[src/rtl/if_fetch.sv]
// if_fetch: instruction fetch stage owning the PC, the ROM request/grant/response
// handshake and a small instruction buffer feeding decode. Option: IF_FETCH_MISALIGN_CHK_EN.
module if_fetch #(
  parameter logic [31:0] RESET_PC = 32'h0000_0000,
  parameter int unsigned DEPTH    = 2,
  parameter logic [31:0] NOP_INST = 32'h0000_0013
) (
  input  logic        clk,
  input  logic        rst,
  output logic        rom_req_o,
  output logic [31:0] rom_addr_o,
  input  logic        rom_gnt_i,
  input  logic        rom_rvalid_i,
  input  logic [31:0] rom_rdata_i,
  input  logic        jump_flag_i,
  input  logic [31:0] jump_addr_i,
  input  logic        hold_i,
  output logic        inst_valid_o,
  output logic [31:0] inst_data_o,
  output logic [31:0] pc_o
`ifdef IF_FETCH_MISALIGN_CHK_EN
  ,
  output logic        misalign_o
`endif
);

  localparam int unsigned AW = $clog2(DEPTH);
  localparam int unsigned CW = AW + 1;
  localparam logic [CW-1:0] DEPTH_C = CW'(DEPTH);

  typedef enum logic [1:0] {
    S_IDLE = 2'd0,
    S_REQ  = 2'd1,
    S_WAIT = 2'd2,
    S_DROP = 2'd3
  } state_e;

  state_e        state_r, state_s;
  logic [31:0]   pc_r, pc_s;
  logic [31:0]   req_pc_r, req_pc_s;
  logic [31:0]   target_s;
  logic [63:0]   mem_r [DEPTH];
  logic [AW-1:0] wr_ptr_r, wr_ptr_s;
  logic [AW-1:0] rd_ptr_r, rd_ptr_s;
  logic [CW-1:0] count_r, count_s;
  logic          push_s, pop_s, space_s;
  logic [63:0]   head_s;
  logic          rom_req_r;
  logic          inst_valid_r;
  logic [31:0]   inst_data_r;
  logic [31:0]   pc_out_r;

  // Redirect target, word-aligned when the misalignment check is built in
  always_comb begin
`ifdef IF_FETCH_MISALIGN_CHK_EN
    target_s = {jump_addr_i[31:2], 2'b00};
`else
    target_s = jump_addr_i;
`endif
  end

  // Buffer push/pop, next pointers and the head entry as it will look after this edge
  always_comb begin
    push_s = (state_r == S_WAIT) && rom_rvalid_i && !jump_flag_i;
    pop_s  = inst_valid_r && !hold_i && !jump_flag_i;
    if (jump_flag_i) begin
      wr_ptr_s = {AW{1'b0}};
      rd_ptr_s = {AW{1'b0}};
      count_s  = {CW{1'b0}};
    end else begin
      wr_ptr_s = wr_ptr_r + AW'(push_s);
      rd_ptr_s = rd_ptr_r + AW'(pop_s);
      count_s  = count_r + CW'(push_s) - CW'(pop_s);
    end
    space_s = (count_s < DEPTH_C);
    // An entry written into an otherwise empty buffer is the next head directly
    if (push_s && (count_s == CW'(1))) begin
      head_s = {req_pc_r, rom_rdata_i};
    end else begin
      head_s = mem_r[rd_ptr_s];
    end
  end

  // Fetch FSM next state and PC update; redirect takes priority everywhere
  always_comb begin
    state_s  = state_r;
    pc_s     = pc_r;
    req_pc_s = req_pc_r;
    case (state_r)
      S_IDLE: begin
        if (jump_flag_i) begin
          pc_s    = target_s;
          state_s = S_REQ;
        end else if (space_s) begin
          state_s = S_REQ;
        end else begin
          state_s = S_IDLE;
        end
      end
      S_REQ: begin
        if (rom_gnt_i) begin
          req_pc_s = pc_r;
          if (jump_flag_i) begin
            pc_s    = target_s;
            state_s = S_DROP;
          end else begin
            pc_s    = pc_r + 32'd4;
            state_s = S_WAIT;
          end
        end else if (jump_flag_i) begin
          pc_s    = target_s;
          state_s = S_REQ;
        end else begin
          state_s = S_REQ;
        end
      end
      S_WAIT: begin
        if (jump_flag_i) begin
          pc_s    = target_s;
          state_s = rom_rvalid_i ? S_REQ : S_DROP;
        end else if (rom_rvalid_i) begin
          state_s = space_s ? S_REQ : S_IDLE;
        end else begin
          state_s = S_WAIT;
        end
      end
      S_DROP: begin
        // Only one stale response can be in flight, so a response here always ends the drop
        if (jump_flag_i) begin
          pc_s = target_s;
        end else begin
          pc_s = pc_r;
        end
        state_s = rom_rvalid_i ? S_REQ : S_DROP;
      end
      default: begin
        state_s = S_IDLE;
      end
    endcase
  end

  // FSM state, PC and buffer bookkeeping registers
  always_ff @(posedge clk or posedge rst) begin
    if (rst) begin
      state_r  <= S_IDLE;
      pc_r     <= RESET_PC;
      req_pc_r <= 32'h0000_0000;
      wr_ptr_r <= {AW{1'b0}};
      rd_ptr_r <= {AW{1'b0}};
      count_r  <= {CW{1'b0}};
    end else begin
      state_r  <= state_s;
      pc_r     <= pc_s;
      req_pc_r <= req_pc_s;
      wr_ptr_r <= wr_ptr_s;
      rd_ptr_r <= rd_ptr_s;
      count_r  <= count_s;
    end
  end

  // Instruction buffer storage, {pc, inst} per entry
  always_ff @(posedge clk or posedge rst) begin
    if (rst) begin
      mem_r <= '{default: 64'h0};
    end else if (push_s) begin
      mem_r[wr_ptr_r] <= {req_pc_r, rom_rdata_i};
    end else begin
      mem_r <= mem_r;
    end
  end

  // Registered outputs toward ROM and decode
  always_ff @(posedge clk or posedge rst) begin
    if (rst) begin
      rom_req_r    <= 1'b0;
      inst_valid_r <= 1'b0;
      inst_data_r  <= NOP_INST;
      pc_out_r     <= 32'h0000_0000;
    end else begin
      rom_req_r    <= (state_s == S_REQ);
      inst_valid_r <= (count_s != {CW{1'b0}});
      inst_data_r  <= (count_s != {CW{1'b0}}) ? head_s[31:0] : NOP_INST;
      pc_out_r     <= (count_s != {CW{1'b0}}) ? head_s[63:32] : 32'h0000_0000;
    end
  end

  assign rom_req_o    = rom_req_r;
  assign rom_addr_o   = pc_r;
  assign inst_valid_o = inst_valid_r;
  assign inst_data_o  = inst_data_r;
  assign pc_o         = pc_out_r;

`ifdef IF_FETCH_MISALIGN_CHK_EN
  logic misalign_r;

  // One-cycle pulse for a redirect to a non-word-aligned target
  always_ff @(posedge clk or posedge rst) begin
    if (rst) begin
      misalign_r <= 1'b0;
    end else begin
      misalign_r <= jump_flag_i && (jump_addr_i[1:0] != 2'b00);
    end
  end

  assign misalign_o = misalign_r;
`endif

endmodule

[config.mk]
export PLATFORM = sky130hd
export DESIGN_NAME = if_fetch
export DESIGN_NICKNAME = d
export VERILOG_FILES = /design/src/rtl/if_fetch.sv
export SDC_FILE = /design/constraint.sdc
export NUM_CORES = 1
export LEC_CHECK = 0
export BUFFER_PORTS_ARGS = -buffer_cell sky130_fd_sc_hd__buf_4
export CAP_MARGIN = 20
export CELL_PAD_IN_SITES_DETAIL_PLACEMENT = 0
export CELL_PAD_IN_SITES_GLOBAL_PLACEMENT = 1
export CORE_ASPECT_RATIO = 1.2
export CORE_MARGIN = 2
export CORE_UTILIZATION = 50
export DETAILED_ROUTE_END_ITERATION = 7
export GPL_ROUTABILITY_DRIVEN = 0
export HOLD_SLACK_MARGIN = 0.12
export PLACE_DENSITY = 0.86
export SKIP_LAST_GASP = 1
export SYNTH_ARGS = -nofsm -noshare
export SYNTH_HDL_FRONTEND = slang
export SYNTH_SLANG_ARGS = --single-unit
[constraint.sdc]
create_clock -name clk -period 13.8 [get_ports clk]
set_clock_uncertainty 0.15 [all_clocks]
set_input_delay 0.69 -clock clk [delete_from_list [all_inputs] [get_ports clk]]
set_output_delay 0.69 -clock clk [all_outputs]
set_load 0.005 [all_outputs]
; Yosys cells after proc, flatten, opt, wreduce, memory -nomap -nowiden
; Index checks and enable logic that the tools add are counted.
[totals]
output_inout_bits = 98
in_bits = 70
elab_cells = 64
reg_bits = 264
[op_classes]
order_cmp = 4
n_eq_ne = 5
bitwise_logic = 2
n_mux = 24
reduce_logical = 12
addsub = 5
[op_table]
columns = operator, count
row1 = 64-bit 2-to-1 mux, 5
row2 = 32-bit 2-to-1 mux, 5
row3 = 128-bit bitwise mux, 1
row4 = 64-bit demux with 1-bit select, 1
row5 = 32-bit one-hot mux with 2 select lines, 1
row6 = "32-bit by 3-bit adder with 32-bit output, second input constant", 1
row7 = 2-bit 2-to-1 mux, 5
row8 = 2-bit one-hot mux with 4 select lines, 1
row9 = "2-bit by 1-bit equality test with 1-bit output, second input constant", 3
row10 = 1-bit logical AND, 6
row11 = 1-bit 2-to-1 mux, 5
row12 = "2-bit equality test, second input constant", 2
row13 = "2-bit greater-or-equal comparator, second input constant", 2
row14 = 1-bit inverter with 2-bit output, 2
row15 = 3-bit OR reduction, 1
row16 = 1-bit adder, 2
row17 = 2-bit by 1-bit adder with 2-bit output, 1
row18 = 1-bit logical NOT, 2
row19 = 2-bit logical NOT, 1
row20 = "2-bit by 1-bit < comparator with 1-bit output, second input constant", 1
row21 = "2-bit < comparator, second input constant", 1
row22 = 2-bit AND reduction, 1
row23 = 2-bit nonzero test, 1
row24 = 2-bit by 1-bit subtractor with 2-bit output, 1

; Longest topological paths before layout
[depth]
depth_word = 12
depth_mapped = 13
mapped_depth_nobuf = 11

; Worst setup path before layout
; OpenSTA, ideal clock, no wires.
[synth_timing]
path_kind = in2reg
start = input port jump_flag_i
end = register inst_data_r[22] (netlist: inst_data_o[22])
slack_ps = 10022
n_path_buf = 5
stages = 12
required_time_ps = 13508
arrival_time_ps = 3487
path_cell_list = clkbuf_1 -> clkbuf_1 -> clkbuf_1 -> nor2_1 -> ha_1 -> inv_1 -> ha_1 -> xnor3_1 -> o211ai_1 -> clkbuf_1 -> buf_1 -> a211oi_1
[synth_via]
elab_chain_cells = 10
word_cells_on_any_way = 17
[synth_lines]
columns = element, line_no
row1 = start: declaration, 15  ; input logic jump_flag_i,
row2 = "parallel branches: the longest is 9 deep, another holds 2-bit by 1-bit adder with 2-bit output", --
row3 = 32-bit 2-to-1 mux *, 182  ; inst_data_r <= (count_s != {CW{1'b0}}) ? head_s[31:0] : NOP_INST;
row4 = end signal: assignment, 182
row5 = end: declaration, 50  ; logic [31:0] inst_data_r;
; Mark *: on every way between the ends. The select of a mux whose other input is x is not followed.
; A chain may end at the register's enable or synchronous reset.

; Final worst setup path
[layout_timing]
start = input port jump_flag_i
end = register pc_out_r[1] (netlist: pc_o[1])
[layout_via]
word_cells_on_any_way = 17
[layout_rtl]
columns = element, line_no
row1 = 1-bit logical NOT, "64, 65"
row2 = 1-bit logical AND, 64  ; push_s = (state_r == S_WAIT) && rom_rvalid_i && !jump_flag_i;
row3 = 2-bit by 1-bit adder with 2-bit output, 73  ; count_s = count_r + CW'(push_s) - CW'(pop_s);
row4 = 2-bit by 1-bit subtractor with 2-bit output, 73
row5 = 2-bit 2-to-1 mux *, 66  ; if (jump_flag_i) begin
row6 = named net count_s[1], 45  ; logic [CW-1:0] count_r, count_s;
row7 = 2-bit by 1-bit equality test with 1-bit output, 77  ; if (push_s && (count_s == CW'(1))) begin
row8 = 1-bit logical AND, 77
row9 = 64-bit 2-to-1 mux, 77
row10 = 32-bit 2-to-1 mux *, 183  ; pc_out_r <= (count_s != {CW{1'b0}}) ? head_s[63:32] : 32'h0000_0000;
row11 = end signal: assignment, 183
row12 = end: declaration, 51  ; logic [31:0] pc_out_r;
; Mark *: on every way through the listed nets, which the timed path passes. The rest lies on a longest branch. The select of a mux whose other input is x is not followed.

==> metrics.txt <==
# TYPE chip_impl_metric gauge
chip_impl_info{name="run_status",value="finished, final reports clean"} 1
chip_impl_metric{name="grt_pass1_wl",unit="mm"} 38.8
chip_impl_metric{name="finalMaxSlewViolations",unit=""} 0
chip_impl_info{name="worst-setup-path-type",value="input pin to register"} 1
chip_impl_metric{name="detail_route.iter0.violations",unit=""} 372
chip_impl_metric{name="cts-htree-levels",unit=""} 1
chip_impl_metric{name="area_of_combinational_cells_with_multiple_inputs",unit="um2"} 4380
chip_impl_info{name="ys_dominant_reg_cell",value="sky130_fd_sc_hd__dfrtp_1"} 1
chip_impl_metric{name="global_route.overflow_total",unit=""} 0
chip_impl_metric{name="worstSkewPairLatency",unit="ns"} 0.52
chip_impl_metric{name="layout_setup_ws",unit="ns"} 10.42
chip_impl_metric{name="worst-endpoint-arrival",unit="ns"} 3.58
chip_impl_metric{name="antenna_found_initial",unit=""} 0
chip_impl_metric{name="design.portCount",unit=""} 168
chip_impl_metric{name="cts_post_setup_buffers_inserted",unit=""} 0
chip_impl_metric{name="stdcell_area",unit="um2"} 13600
chip_impl_info{name="worstSetupEndpointType",value="register"} 1
chip_impl_metric{name="ctsResizeCount",unit=""} 0
chip_impl_metric{name="synth_nets",unit=""} 947
chip_impl_metric{name="cts.hold.buffers_added",unit=""} 0
chip_impl_metric{name="path_clk_slew",unit="ns"} 0.07
chip_impl_metric{name="num_rows",unit=""} 60
chip_impl_metric{name="nFillCells",unit=""} 1778
chip_impl_metric{name="start_util",unit="%"} 50.5
chip_impl_metric{name="final_period_minus_worst_setup_slack",unit="ns"} 3.38
chip_impl_metric{name="slew_headroom",unit="%"} 30.0
chip_impl_metric{name="die_width",unit="um"} 141
chip_impl_metric{name="postSynthRegisterBits",unit=""} 264
chip_impl_metric{name="power.total",unit="mW"} 2.00
chip_impl_metric{name="yosysUniqueCellTypes",unit=""} 45
chip_impl_metric{name="drt-total-wl",unit="mm"} 23.8
chip_impl_metric{name="final.setup.tns",unit="ns"} 0
chip_impl_metric{name="via_density_per_instance",unit=""} 5.58
chip_impl_metric{name="clock.fmax",unit="MHz"} 296
chip_impl_metric{name="final_nets",unit=""} 1094
chip_impl_info{name="cts_tree",value="built"} 1
chip_impl_metric{name="finalHoldViolCount",unit=""} 0
chip_impl_metric{name="antenna_cells_inserted",unit=""} 0
chip_impl_metric{name="track_usage",unit="%"} 20.3
chip_impl_metric{name="clockBufferDepth",unit=""} 3
chip_impl_metric{name="drc_violations_left",unit=""} 0
chip_impl_metric{name="synth_seq_area_share",unit="%"} 58.9
chip_impl_metric{name="avgSynthCellArea",unit="um2"} 12.9
chip_impl_metric{name="ir_drop",unit="mV"} 0.0873
chip_impl_metric{name="core_area",unit="um2"} 22200
chip_impl_info{name="cts_root_buf",value="sky130_fd_sc_hd__clkbuf_16"} 1
chip_impl_metric{name="final_critical_path_share_of_the_clock_period",unit="%"} 24.5
chip_impl_metric{name="via_count_of_the_first_global_routing_pass",unit=""} 7479
chip_impl_metric{name="placedInstanceArea",unit="um2"} 12700
chip_impl_metric{name="cellPowerDensity",unit="nW/um2"} 147
chip_impl_metric{name="synthArstFlopShare",unit="%"} 100
chip_impl_metric{name="layout-drive-gt1-share",unit="%"} 37.4
chip_impl_metric{name="clock_sink_count",unit=""} 264
chip_impl_metric{name="drt_first_pass_iters",unit=""} 4
chip_impl_metric{name="data_required_time_at_the_worst_endpoint",unit="ns"} 14.00
chip_impl_metric{name="synthesis.instances",unit=""} 872
chip_impl_metric{name="buffer_ports.inserted",unit=""} 167
chip_impl_metric{name="edff_count_synth",unit=""} 0
chip_impl_metric{name="largest_net_degree_at_the_start_of_global_routing",unit=""} 125
chip_impl_info{name="rsz0062_at_grt",value="false"} 1
chip_impl_metric{name="final-setup-viol-count",unit=""} 0
chip_impl_metric{name="max-cap-violations",unit=""} 0
chip_impl_metric{name="cts_inserted_buffers",unit=""} 26
chip_impl_metric{name="cp_max_fo",unit=""} 54
chip_impl_metric{name="floorplan.die.height",unit="um"} 168
chip_impl_info{name="min_path_type",value="input pin to async pin"} 1
chip_impl_metric{name="dp_worst_setup_slack",unit="ns"} 9.86
chip_impl_metric{name="detailedPlacementHpwl",unit="mm"} 15.0
chip_impl_metric{name="die_area",unit="um2"} 23700
chip_impl_metric{name="layout.area.seq",unit="um2"} 6610
chip_impl_info{name="setup.worst_path.start_class",value="input pin"} 1
chip_impl_metric{name="final_antenna_net_count",unit=""} 0
chip_impl_metric{name="synth_warnings",unit=""} 0
chip_impl_metric{name="p_leak",unit="nW"} 6.30
chip_impl_metric{name="synth_area",unit="um2"} 11200
chip_impl_metric{name="post_detailed_route_wirelength_per_cell",unit="um"} 18.1
chip_impl_metric{name="worst_slew_pin_slew",unit="ns"} 1.04
chip_impl_metric{name="area_growth_syn_to_layout",unit="%"} 21.0
chip_impl_metric{name="num_vias",unit=""} 7347
logic make-up after synthesis:
group | after synthesis | synth area share (%)
XOR/XNOR | 12 | 1.06
multiplexers | 233 | 22.5
adder cells (fa/ha/maj) | 5 | 0.557
AO/OA/AOI/OAI | 111 | 6.82
buffers and inverters | 69 | 2.53
AND/OR/NAND/NOR | 178 | 7.66
flip-flops | 264 | 58.9
cells in the final DEF (no fill, tap or decap), types with 5 or more instances in the layout:
cell / instances
sky130_fd_sc_hd__dfrtp_1: 261
sky130_fd_sc_hd__buf_4: 174
sky130_fd_sc_hd__mux2_2: 157
sky130_fd_sc_hd__nor2_1: 80
sky130_fd_sc_hd__mux2i_1: 76
sky130_fd_sc_hd__a211oi_1: 68
sky130_fd_sc_hd__nand2_1: 32
sky130_fd_sc_hd__clkbuf_16: 27
sky130_fd_sc_hd__o21ai_0: 24
sky130_fd_sc_hd__inv_1: 12
sky130_fd_sc_hd__nand4_1: 12
sky130_fd_sc_hd__nand3_1: 10
sky130_fd_sc_hd__or4_1: 8
sky130_fd_sc_hd__a31oi_1: 7
sky130_fd_sc_hd__xnor2_1: 7
sky130_fd_sc_hd__clkinv_2: 7
sky130_fd_sc_hd__or3_1: 5
sky130_fd_sc_hd__clkinvlp_4: 5
path summary, 6_finish.rpt:
path	endpoint	slack, ns	cells after the start	from
max in group asynchronous	mem_r[105]$_DFFE_PP0P_	11.82	3	rst
worst min register to register	mem_r[83]$_DFFE_PP0P_	0.35	1	mem_r[83]$_DFFE_PP0P_
worst max-delay path	pc_o[1]$_DFF_PP0_	10.42	11	jump_flag_i
worst min-delay path	mem_r[11]$_DFFE_PP0P_	0.12	2	rst
min in group clk	rom_addr_o[7]$_DFF_PP0_	0.23	3	jump_addr_i[7]
worst max register to register	pc_o[1]$_DFF_PP0_	10.47	11	inst_valid_o$_DFF_PP0_
metal layers:
metal,vias to the layer above,track usage [%],routed length [um]
met5,-,0,0
met4,0,5.22,480
met3,29,3.21,1240
met2,184,34.5,11800
met1,3695,27.4,10300
li1,3439,-,-
power by group:
group / switching (mW) / internal (mW) / total, mW
Sequential: 0.0972 / 0.906 / 1.00
Combinational: 0.114 / 0.160 / 0.275
Clock: 0.299 / 0.425 / 0.723
Total: 0.510 / 1.49 / 2.00
final cells by class:
type,instances,share of cell area (%)
sequential,264,48.7
clock buffer,31,5.23
multi-input combinational,539,32.2
clock inverter,16,1.26
tap,279,2.57
timing repair buffer,174,9.62
inverter,14,0.442
critical path: stages:
cell and delay [ns]:
sky130_fd_sc_hd__buf_4 0.46, sky130_fd_sc_hd__nor2_1 0.11, sky130_fd_sc_hd__ha_1 0.30, sky130_fd_sc_hd__inv_1 0.04, sky130_fd_sc_hd__ha_1 0.18, sky130_fd_sc_hd__xnor3_1 0.35
sky130_fd_sc_hd__or2_2 0.14, sky130_fd_sc_hd__inv_1 0.07, sky130_fd_sc_hd__nor2_4 0.60, sky130_fd_sc_hd__buf_4 0.50, sky130_fd_sc_hd__a211oi_1 0.10
per-stage QoR:
step / utilization (%) / hold WS [ns] / cells
6_report: 61.1 / 0.117 / 1317
5_1_grt: 61.1 / 0.232 / 1317
4_1_cts: 61.1 / 0.221 / 1317
3_5_place_dp: 57.2 / 0.344 / 1270
3_3_place_gp: 57.2 / 0.338 / 1270
2_1_floorplan: - / 0.330 / 872
state kept, by name (all words and copies together) (netlist names), 2 cells and up:
name	cells
mem_r	128
state_r	2
inst_data_o	32
pc_o	32
count_r	2
rom_addr_o	32
req_pc_r	32
cell usage after synthesis (all sizes together) (2+ instances only):
library cell	number	share of area [%]
dfrtp	261	58
or4	8	0.53
nand3	10	0.45
xnor2	7	0.55
and4	2	0.16
nand4	13	0.86
o21ai	24	1.1
buf	14	0.69
nor4	4	0.22
dfstp	3	0.70
nand2	32	1.1
xor2	4	0.31
clkbuf	41	1.4
ha	5	0.56
a211oi	68	4.5
nor2b	2	0.11
nor2	81	2.7
o211ai	4	0.27
a31oi	7	0.39
nand2b	2	0.11
nand4b	4	0.31
and2	3	0.17
or2	3	0.17
inv	13	0.43
mux2	157	16
and3	2	0.11
mux2i	76	6.8
o31ai	2	0.13
nor3	4	0.18
or3	5	0.28
Power figures use the tool's default switching activity.
